## src/rtl/alu_operand_sel.sv

```systemverilog
`default_nettype none
// ============================================================================
//  Module      : alu_operand_sel
//  Description : Buffered ALU operand selector. Picks one of NUM_SRC source
//                channels, applies an operand mode (pass / invert / zero /
//                hold-last) and delivers the result through a 2-entry FIFO
//                with a valid/ready handshake. Out-of-range selects yield a
//                zero operand flagged with op_err and are counted.
//  Revision    : 1.0 - initial release
// ============================================================================
module alu_operand_sel #(
   parameter int DATA_W  = 18,
   parameter int NUM_SRC = 4,
   parameter int SEL_W   = 3
) (
   input  logic                      clk,
   input  logic                      rst,
   input  logic [NUM_SRC*DATA_W-1:0] src_bus,
   input  logic [SEL_W-1:0]          sel,
   input  logic [1:0]                mode,
   input  logic                      req_valid,
   output logic                      req_ready,
   output logic                      op_valid,
   input  logic                      op_ready,
   output logic [DATA_W-1:0]         op_data,
   output logic                      op_err,
   output logic [7:0]                err_cnt
);

   localparam logic [SEL_W:0] c_NUM_SRC  = (SEL_W+1)'(NUM_SRC);
   localparam logic [1:0]     c_MODE_PASS = 2'b00;
   localparam logic [1:0]     c_MODE_INV  = 2'b01;
   localparam logic [1:0]     c_MODE_ZERO = 2'b10;
   localparam logic [1:0]     c_MODE_HOLD = 2'b11;

   // Source channels unpacked into an array for indexed selection
   logic [DATA_W-1:0] w_src [NUM_SRC];

   generate
      for (genvar gi = 0; gi < NUM_SRC; gi++) begin : g_unpack
         assign w_src[gi] = src_bus[gi*DATA_W +: DATA_W];
      end
   endgenerate

   logic [DATA_W-1:0] w_chan;
   logic              w_in_range;
   logic [DATA_W-1:0] w_res_data;
   logic              w_res_err;
   logic              w_push;
   logic              w_pop;

   // FIFO storage: entry 0 is always the head
   logic [DATA_W-1:0] r_data0;
   logic [DATA_W-1:0] r_data1;
   logic              r_err0;
   logic              r_err1;
   logic [1:0]        r_count;
   logic [DATA_W-1:0] r_last;
   logic [7:0]        r_err_cnt;

   assign w_in_range = ({1'b0, sel} < c_NUM_SRC);

   // Channel mux; only matching in-range indices can drive the result
   always_comb begin
      w_chan = '0;
      for (int i = 0; i < NUM_SRC; i++) begin
         if (sel == SEL_W'(i)) begin
            w_chan = w_src[i];
         end
      end
   end

   // Operand mode and range check; hold mode ignores sel entirely
   always_comb begin
      w_res_data = '0;
      w_res_err  = 1'b0;
      if (mode == c_MODE_HOLD) begin
         w_res_data = r_last;
      end else if (!w_in_range) begin
         w_res_err = 1'b1;
      end else begin
         case (mode)
            c_MODE_PASS: w_res_data = w_chan;
            c_MODE_INV:  w_res_data = ~w_chan;
            c_MODE_ZERO: w_res_data = '0;
            default:     w_res_data = '0;
         endcase
      end
   end

   // Handshake only depends on registered occupancy, never on op_ready
   assign req_ready = (r_count != 2'd2);
   assign op_valid  = (r_count != 2'd0);
   assign w_push    = req_valid && req_ready;
   assign w_pop     = op_valid && op_ready;

   assign op_data = r_data0;
   assign op_err  = r_err0;
   assign err_cnt = r_err_cnt;

   // FIFO update, hold register and saturating error counter
   always_ff @(posedge clk) begin
      if (rst) begin
         r_data0   <= '0;
         r_data1   <= '0;
         r_err0    <= 1'b0;
         r_err1    <= 1'b0;
         r_count   <= 2'd0;
         r_last    <= '0;
         r_err_cnt <= 8'd0;
      end else begin
         if (w_push) begin
            r_last <= w_res_data;
            if (w_res_err && (r_err_cnt != 8'hFF)) begin
               r_err_cnt <= r_err_cnt + 8'd1;
            end
         end
         case ({w_push, w_pop})
            2'b10: begin
               if (r_count == 2'd0) begin
                  r_data0 <= w_res_data;
                  r_err0  <= w_res_err;
               end else begin
                  r_data1 <= w_res_data;
                  r_err1  <= w_res_err;
               end
               r_count <= r_count + 2'd1;
            end
            2'b01: begin
               // Leave a stale head in place when draining the last entry
               if (r_count == 2'd2) begin
                  r_data0 <= r_data1;
                  r_err0  <= r_err1;
               end
               r_count <= r_count - 2'd1;
            end
            2'b11: begin
               // Only reachable with one entry: the new result replaces the head
               r_data0 <= w_res_data;
               r_err0  <= w_res_err;
            end
            default: begin
            end
         endcase
      end
   end

endmodule
`default_nettype wire
```

## config.mk

```make
export PLATFORM = sky130hd
export DESIGN_NAME = alu_operand_sel
export DESIGN_NICKNAME = d
export VERILOG_FILES = /design/src/rtl/alu_operand_sel.sv
export SDC_FILE = /design/constraint.sdc
export NUM_CORES = 1
export LEC_CHECK = 0
export CORE_UTILIZATION = 47
export CTS_BUF_LIST = sky130_fd_sc_hd__clkbuf_8 sky130_fd_sc_hd__clkbuf_16
export DETAILED_ROUTE_END_ITERATION = 12
export GPL_TIMING_DRIVEN = 0
export MAX_ROUTING_LAYER = met4
export PLACE_DENSITY = 0.81
export SYNTH_ARGS = -nofsm -noshare
export SYNTH_HDL_FRONTEND = slang
export SYNTH_SLANG_ARGS = --single-unit
```

## constraint.sdc

```tcl
create_clock -name clk -period 3.3 [get_ports clk]
set_input_delay 0.66 -clock clk [delete_from_list [all_inputs] [get_ports clk]]
set_output_delay 0.66 -clock clk [all_outputs]
set_load 0.02 [all_outputs]
```

# --- Yosys cells after proc, flatten, opt, wreduce, memory -nomap -nowiden ---
# Index checks and enable logic that the tools add are counted.
word_totals:
  register_bits: 66
  latch_bits: 0
  mem_bits_rw: 0
  mem_bits_ro: 0
  in_bits: 81
  out_inout_bits: 29
  n_memories: 0
op_classes:
  add_sub_neg: 3
  mul: 0
  n_div: 0
  n_lt_le_gt_ge: 1
  eq_ne: 13
  shifts: 0
  n_mux: 16
  bitwise: 2
  n_reduce_logical: 12
ops:
  columns: ["cell", "n"]
  rows:
  - ["$mux W18", 8]
  - ["$pmux W18 S3", 1]
  - ["$pmux W18 S2", 1]
  - ["$not A18 Y18", 1]
  - ["$add A8 B1 Y8 const B", 1]
  - ["$eq A2 B2 Y1 const B", 4]
  - ["$ne A8 B8 Y1 const B", 1]
  - ["$eq A3 B2 Y1 const B", 2]
  - ["$ne A2 B2 Y1 const B", 3]
  - ["$eq A2 B1 Y1 const B", 2]
  - ["$logic_not A2 Y1", 2]
  - ["$mux W1", 4]
  - ["$pmux W2 S2", 1]
  - ["$reduce_and A2 Y1", 2]
  - ["$reduce_bool A2 Y1", 2]
  - ["$eq A3 B1 Y1 const B", 1]
  - ["$logic_and A1 B1 Y1", 3]
  - ["$logic_not A3 Y1", 1]
  - ["$lt A3 B3 Y1 const B", 1]
  - ["$pmux W1 S3", 1]
  - ["$reduce_and A3 Y1", 1]
  - ["$reduce_bool A3 Y1", 1]
  - ["$add A2 B1 Y2 const B", 1]
  - ["$sub A2 B1 Y2 const B", 1]
  - ["$not A1 Y1", 1]

# --- Logic depth before layout (Yosys ltp) ---
logic_depth:
  ltp_word: 11
  ltp_mapped: 11
  ltp_nobuf: 8

# --- Worst setup path after synthesis ---
# No wires, ideal clock.
synth_timing:
  kind: "register to register"
  startpoint: "register r_count[0]"
  endpoint: "register r_data0[10], in the netlist op_data[10]"
  setup_time_ns: 0.092
  arrival_ns: 2.499
  t_required_ns: 3.208
  setup_slack_ns: 0.709
  path_stages_with_launch: 12
  path_buffers: 3
  period_less_slack_ns: 2.591
  cell_sequence: "dfxtp_1 buf_2 nand2b_1 nand2_1 inv_2 buf_1 ha_1 o22ai_1 o21ai_1 clkbuf_1 a2111oi_0 nor4_1"
synth_via:
  elab_chain_len: 5
synth_lines:
  columns: ["item", "line_no", "text"]
  rows:
  - ["start: declaration", "57", "logic [1:0] r_count;"]
  - ["start signal: assignment", "127", "r_count <= r_count + 2'd1;"]
  - ["start signal: assignment", "135", "r_count <= r_count - 2'd1;"]
  - ["$ne A2 B2 Y1 *", "92", "assign req_ready = (r_count != 2'd2);"]
  - ["via req_ready", "22", "output logic req_ready,"]
  - ["$logic_and A1 B1 Y1 *", "94", "assign w_push = req_valid && req_ready;"]
  - ["via w_push", "49", "logic w_push;"]
  - ["$eq A2 B1 Y1 or $eq A2 B2 Y1 (tied branches)", "118", "case ({w_push, w_pop})"]
  - ["$ne A2 B2 Y1 (no line) or $reduce_bool A3 Y1 (tied branches)", null, null]
  - ["$reduce_and A3 Y1 (no line)", null, null]
  - ["end signal: assignment", "121", "r_data0 <= w_res_data;"]
  - ["end signal: assignment", "132", "r_data0 <= r_data1;"]
  - ["end signal: assignment", "139", "r_data0 <= w_res_data;"]
  - ["end: declaration", "53", "logic [DATA_W-1:0] r_data0;"]
# Mark *: on every way through the listed nets, which the timed path passes. The rest lies on a longest branch.
# A chain may end at the register's enable or synchronous reset.

# --- Final worst setup path ---
layout_timing:
  startpoint: "input req_valid"
  endpoint: "register r_data0[0], in the netlist op_data[0]"
layout_via:
  elab_chain_len: 4
layout_lines:
  columns: ["item", "line_no", "text"]
  rows:
  - ["start: declaration", "21", "input logic req_valid,"]
  - ["$logic_and A1 B1 Y1 *", "94", null]
  - ["$eq A2 B1 Y1 or $eq A2 B2 Y1 (tied branches)", "118", null]
  - ["$ne A2 B2 Y1 (no line) or $reduce_bool A3 Y1 (tied branches)", null, null]
  - ["$reduce_and A3 Y1 (no line)", null, null]
# Every way passes the cells marked *; elsewhere a longest branch is shown, timed or not.

==> impl_metrics.env <==
export IMPL_drt_pass1_iter_count=6
export IMPL_met2_usage_pct=43.2
export IMPL_area_growth_pct=37.6
export IMPL_fin_crit_ns=2.89
export IMPL_path_cells="clkdlybuf4s50_1 > nand2_1 > inv_2 > ha_1 > o22ai_1 > o21ai_2 > clkbuf_2 > a2111oi_0 > nor4_1"
export IMPL_clk_latency_ns=0.35
export IMPL_synth_top_area_share_pct=37.3
export IMPL_yosysTopAreaCell="dfxtp_1"
export IMPL_place_gp_congestion=0.836
export IMPL_ys_top_cells_by_area="dfxtp_1 (37%), mux4_2 (11%), a211oi_1 (7.6%)"
export IMPL_syn_area_per_cell_um2=9.27
export IMPL_tritoncts_num_buffers=9
export IMPL_hold_class="reg2reg"
export IMPL_dp_cells=585
export IMPL_start_util_pct=48.8
export IMPL_reg2reg_slack_ns=0.55
export IMPL_final_layout_size_suffix_gt1_share_pct=11.0
export IMPL_synth_area_mm2=0.00354
export IMPL_wl_mm=9.65
export IMPL_ys_seq_elements=66
export IMPL_worstPathArrival_ns=3.10
export IMPL_grt_max_degree=11
export IMPL_criticalPathCategory="in2reg"
export IMPL_slew_headroom_pct=57.9
export IMPL_max_stage_delay_ns=0.60
export IMPL_yosys_top_cells_count="dfxtp_1 (66), nor2_1 (65), a211oi_1 (36)"
export IMPL_clock_sinks=66
export IMPL_whs_ns=0.482
export IMPL_maxSlewViolCount=0
export IMPL_synth_edf_count=0
export IMPL_finalCoreUtilization_pct=67.2
export IMPL_max_freq_ghz=0.346
export IMPL_grt_busiest_layer="met2"
export IMPL_synth_top_family_by_area="simple AND/OR/NAND/NOR gates"
export IMPL_syn_inst=382
export IMPL_cp_required_ns=3.51
export IMPL_synth_mux_area_share_pct=11.4
export IMPL_final_cells=600
export IMPL_path_max_fanout=19
export IMPL_synth_fp_nets=466
export IMPL_finalWorstSetupSlack_ns=0.413
export IMPL_placementRows=31
export IMPL_total_power_mw=3.36
export IMPL_antenna_found_initial=0
export IMPL_met3_usage_pct=4.29
export IMPL_worst_path_buf_inv=3
export IMPL_grt_pass1_vias=3324
export IMPL_wl_per_cell_um=16.1
export IMPL_ant_nets=0
export IMPL_status="complete, no violations"
export IMPL_pin_count=110
export IMPL_rsz0062_at_grt="no"
export IMPL_synthAdderAreaFrac_pct=1.06
export IMPL_synthDistinctLibCells=40
export IMPL_grt_use_met1_pct=36.2
export IMPL_worst_pin_slew_ns=0.631
export IMPL_die_x_um=88.8
export IMPL_synth_seq_area_share_pct=37.3
export IMPL_die_area_mm2=0.00789
export IMPL_num_nets_final=580
export IMPL_core_area_mm2=0.00725
export IMPL_clock_path_buffers=2
export IMPL_finalHoldViolations=0
export IMPL_synth_most_common_cell="dfxtp_1"
export IMPL_dr_first_iter_drc_count=287
export IMPL_ir_drop_v=0.000244
export IMPL_maxCapViolCount=0
export IMPL_synth_compound_area_share_pct=17.0
export IMPL_path_delay_family="compound AO/OA/AOI/OAI gates"
export IMPL_leakage_nw=1.63
export IMPL_yosys_warnings=0
export IMPL_dp_hpwl_mm=7.19
export IMPL_cp_slowest_cell="a2111oi_0"
export IMPL_via_per_inst=5.90
export IMPL_grt_usage_pct=27.4
export IMPL_overflow=0
export IMPL_grt_pass1_wl_mm=16.0
export IMPL_post_cts_buffers=0
export IMPL_die_height_um=88.8
export IMPL_worstSetupStartpointType="input pin"
export IMPL_finalCritPeriodShare_pct=87.5
export IMPL_antenna_cells=0
export IMPL_async_flop_share_pct=0
export IMPL_place_ws_ns=-0.476
export IMPL_cts_tree="done"
export IMPL_vias=3538
export IMPL_cts_root_buf="clkbuf_8"
export IMPL_power_density_mw_per_mm2=690
export IMPL_cts_hold_buf=0
export IMPL_end_kind="flop"
export IMPL_synth_xor_xnor_area_share_pct=6.68
export IMPL_synthSimpleGateAreaFrac_pct=21.1
export IMPL_finalSetupViolCount=0
export IMPL_path_clk_slew_ns=0.07
export IMPL_ctsHtreeMaxLevel=3
export IMPL_synth_ff_type="dfxtp_1"
export IMPL_drc=0
export IMPL_fin_skew_ns=0.00694
export IMPL_port_buffers=104
placed cells by master (no fill, tap or decap), types with 2 or more instances in the layout:
cell type / instances
clkbuf_1: 22
and2_1: 2
clkinv_2: 3
o21ai_0: 2
a21oi_1: 21
xnor2_1: 26
nand3_1: 3
ha_1: 3
inv_1: 5
a2111oi_0: 9
nor3b_1: 19
nand2_1: 7
clkbuf_2: 3
dfxtp_1: 66
nor3_2: 3
clkdlybuf4s50_1: 104
nor4_1: 21
nor3_1: 16
nor2_1: 65
nand2b_1: 2
clkbuf_8: 10
mux4_2: 18
buf_2: 8
a211oi_1: 36
a2111oi_1: 6
a2111oi_2: 3
cells by family (layout without fill, tap and decap cells):
kind of cell / Yosys count / after routing
compound gates: 82 / 82
xor+xnor: 27 / 27
fa+ha+maj: 3 / 3
buf+inv: 41 / 160
flops: 66 / 66
mux: 18 / 18
simple gates: 145 / 145
power breakdown:
part / switching (mW) / internal [mW]
sequential: 0.136 / 1.03
combinational: 0.905 / 0.709
clock: 0.297 / 0.281
total: 1.34 / 2.02
stage by stage:
step	area, um^2	setup TNS, ns
after floorplan	3540	0
after global placement	4710	-6.99
after detailed placement	4710	-7.74
after CTS	4870	0
after global routing	4870	0
final	4870	0
tightest hold or removal path: stages, from the launching register on:
cell and delay, ns:
dfxtp_1 0.32, nand2b_1 0.07, a21oi_1 0.06
sequential cells by signal (all words and copies together), names as in the netlist:
name / cells
op_data: 18
r_data1: 18
r_last: 18
err_cnt: 8
r_count: 2
op_err: 1
r_err1: 1
final timing paths:
path / from / end / cells after the start
worst max-delay path: req_valid / op_data[0] / 9
worst min-delay path: r_err1 / r_err1 / 2
worst max register to register: r_count[0] / op_data[0] / 10
worst min register to register: r_err1 / r_err1 / 2
what timing repair did:
action                                  in CTS  in global routing
pin swaps                                    0                  0
endpoints found under the setup margin      18                 19
resized for setup                            1                  4
layout make-up:
class,count,area (um^2)
sequential,66,1320
tap,99,124
timing repair buffer,104,1040
clock inverter,6,26.3
fill,609,2380
clock buffer,10,138
multi-input combinational,275,2030
buffer,37,180
inverter,3,11.3
per-layer routing:
metal,routed length [um],vias up
met1,4150,1646
met5,0,-
li1,-,1655
met3,761,25
met2,4530,212
met4,207,0
No activity file was read; power rests on OpenSTA's default activity.
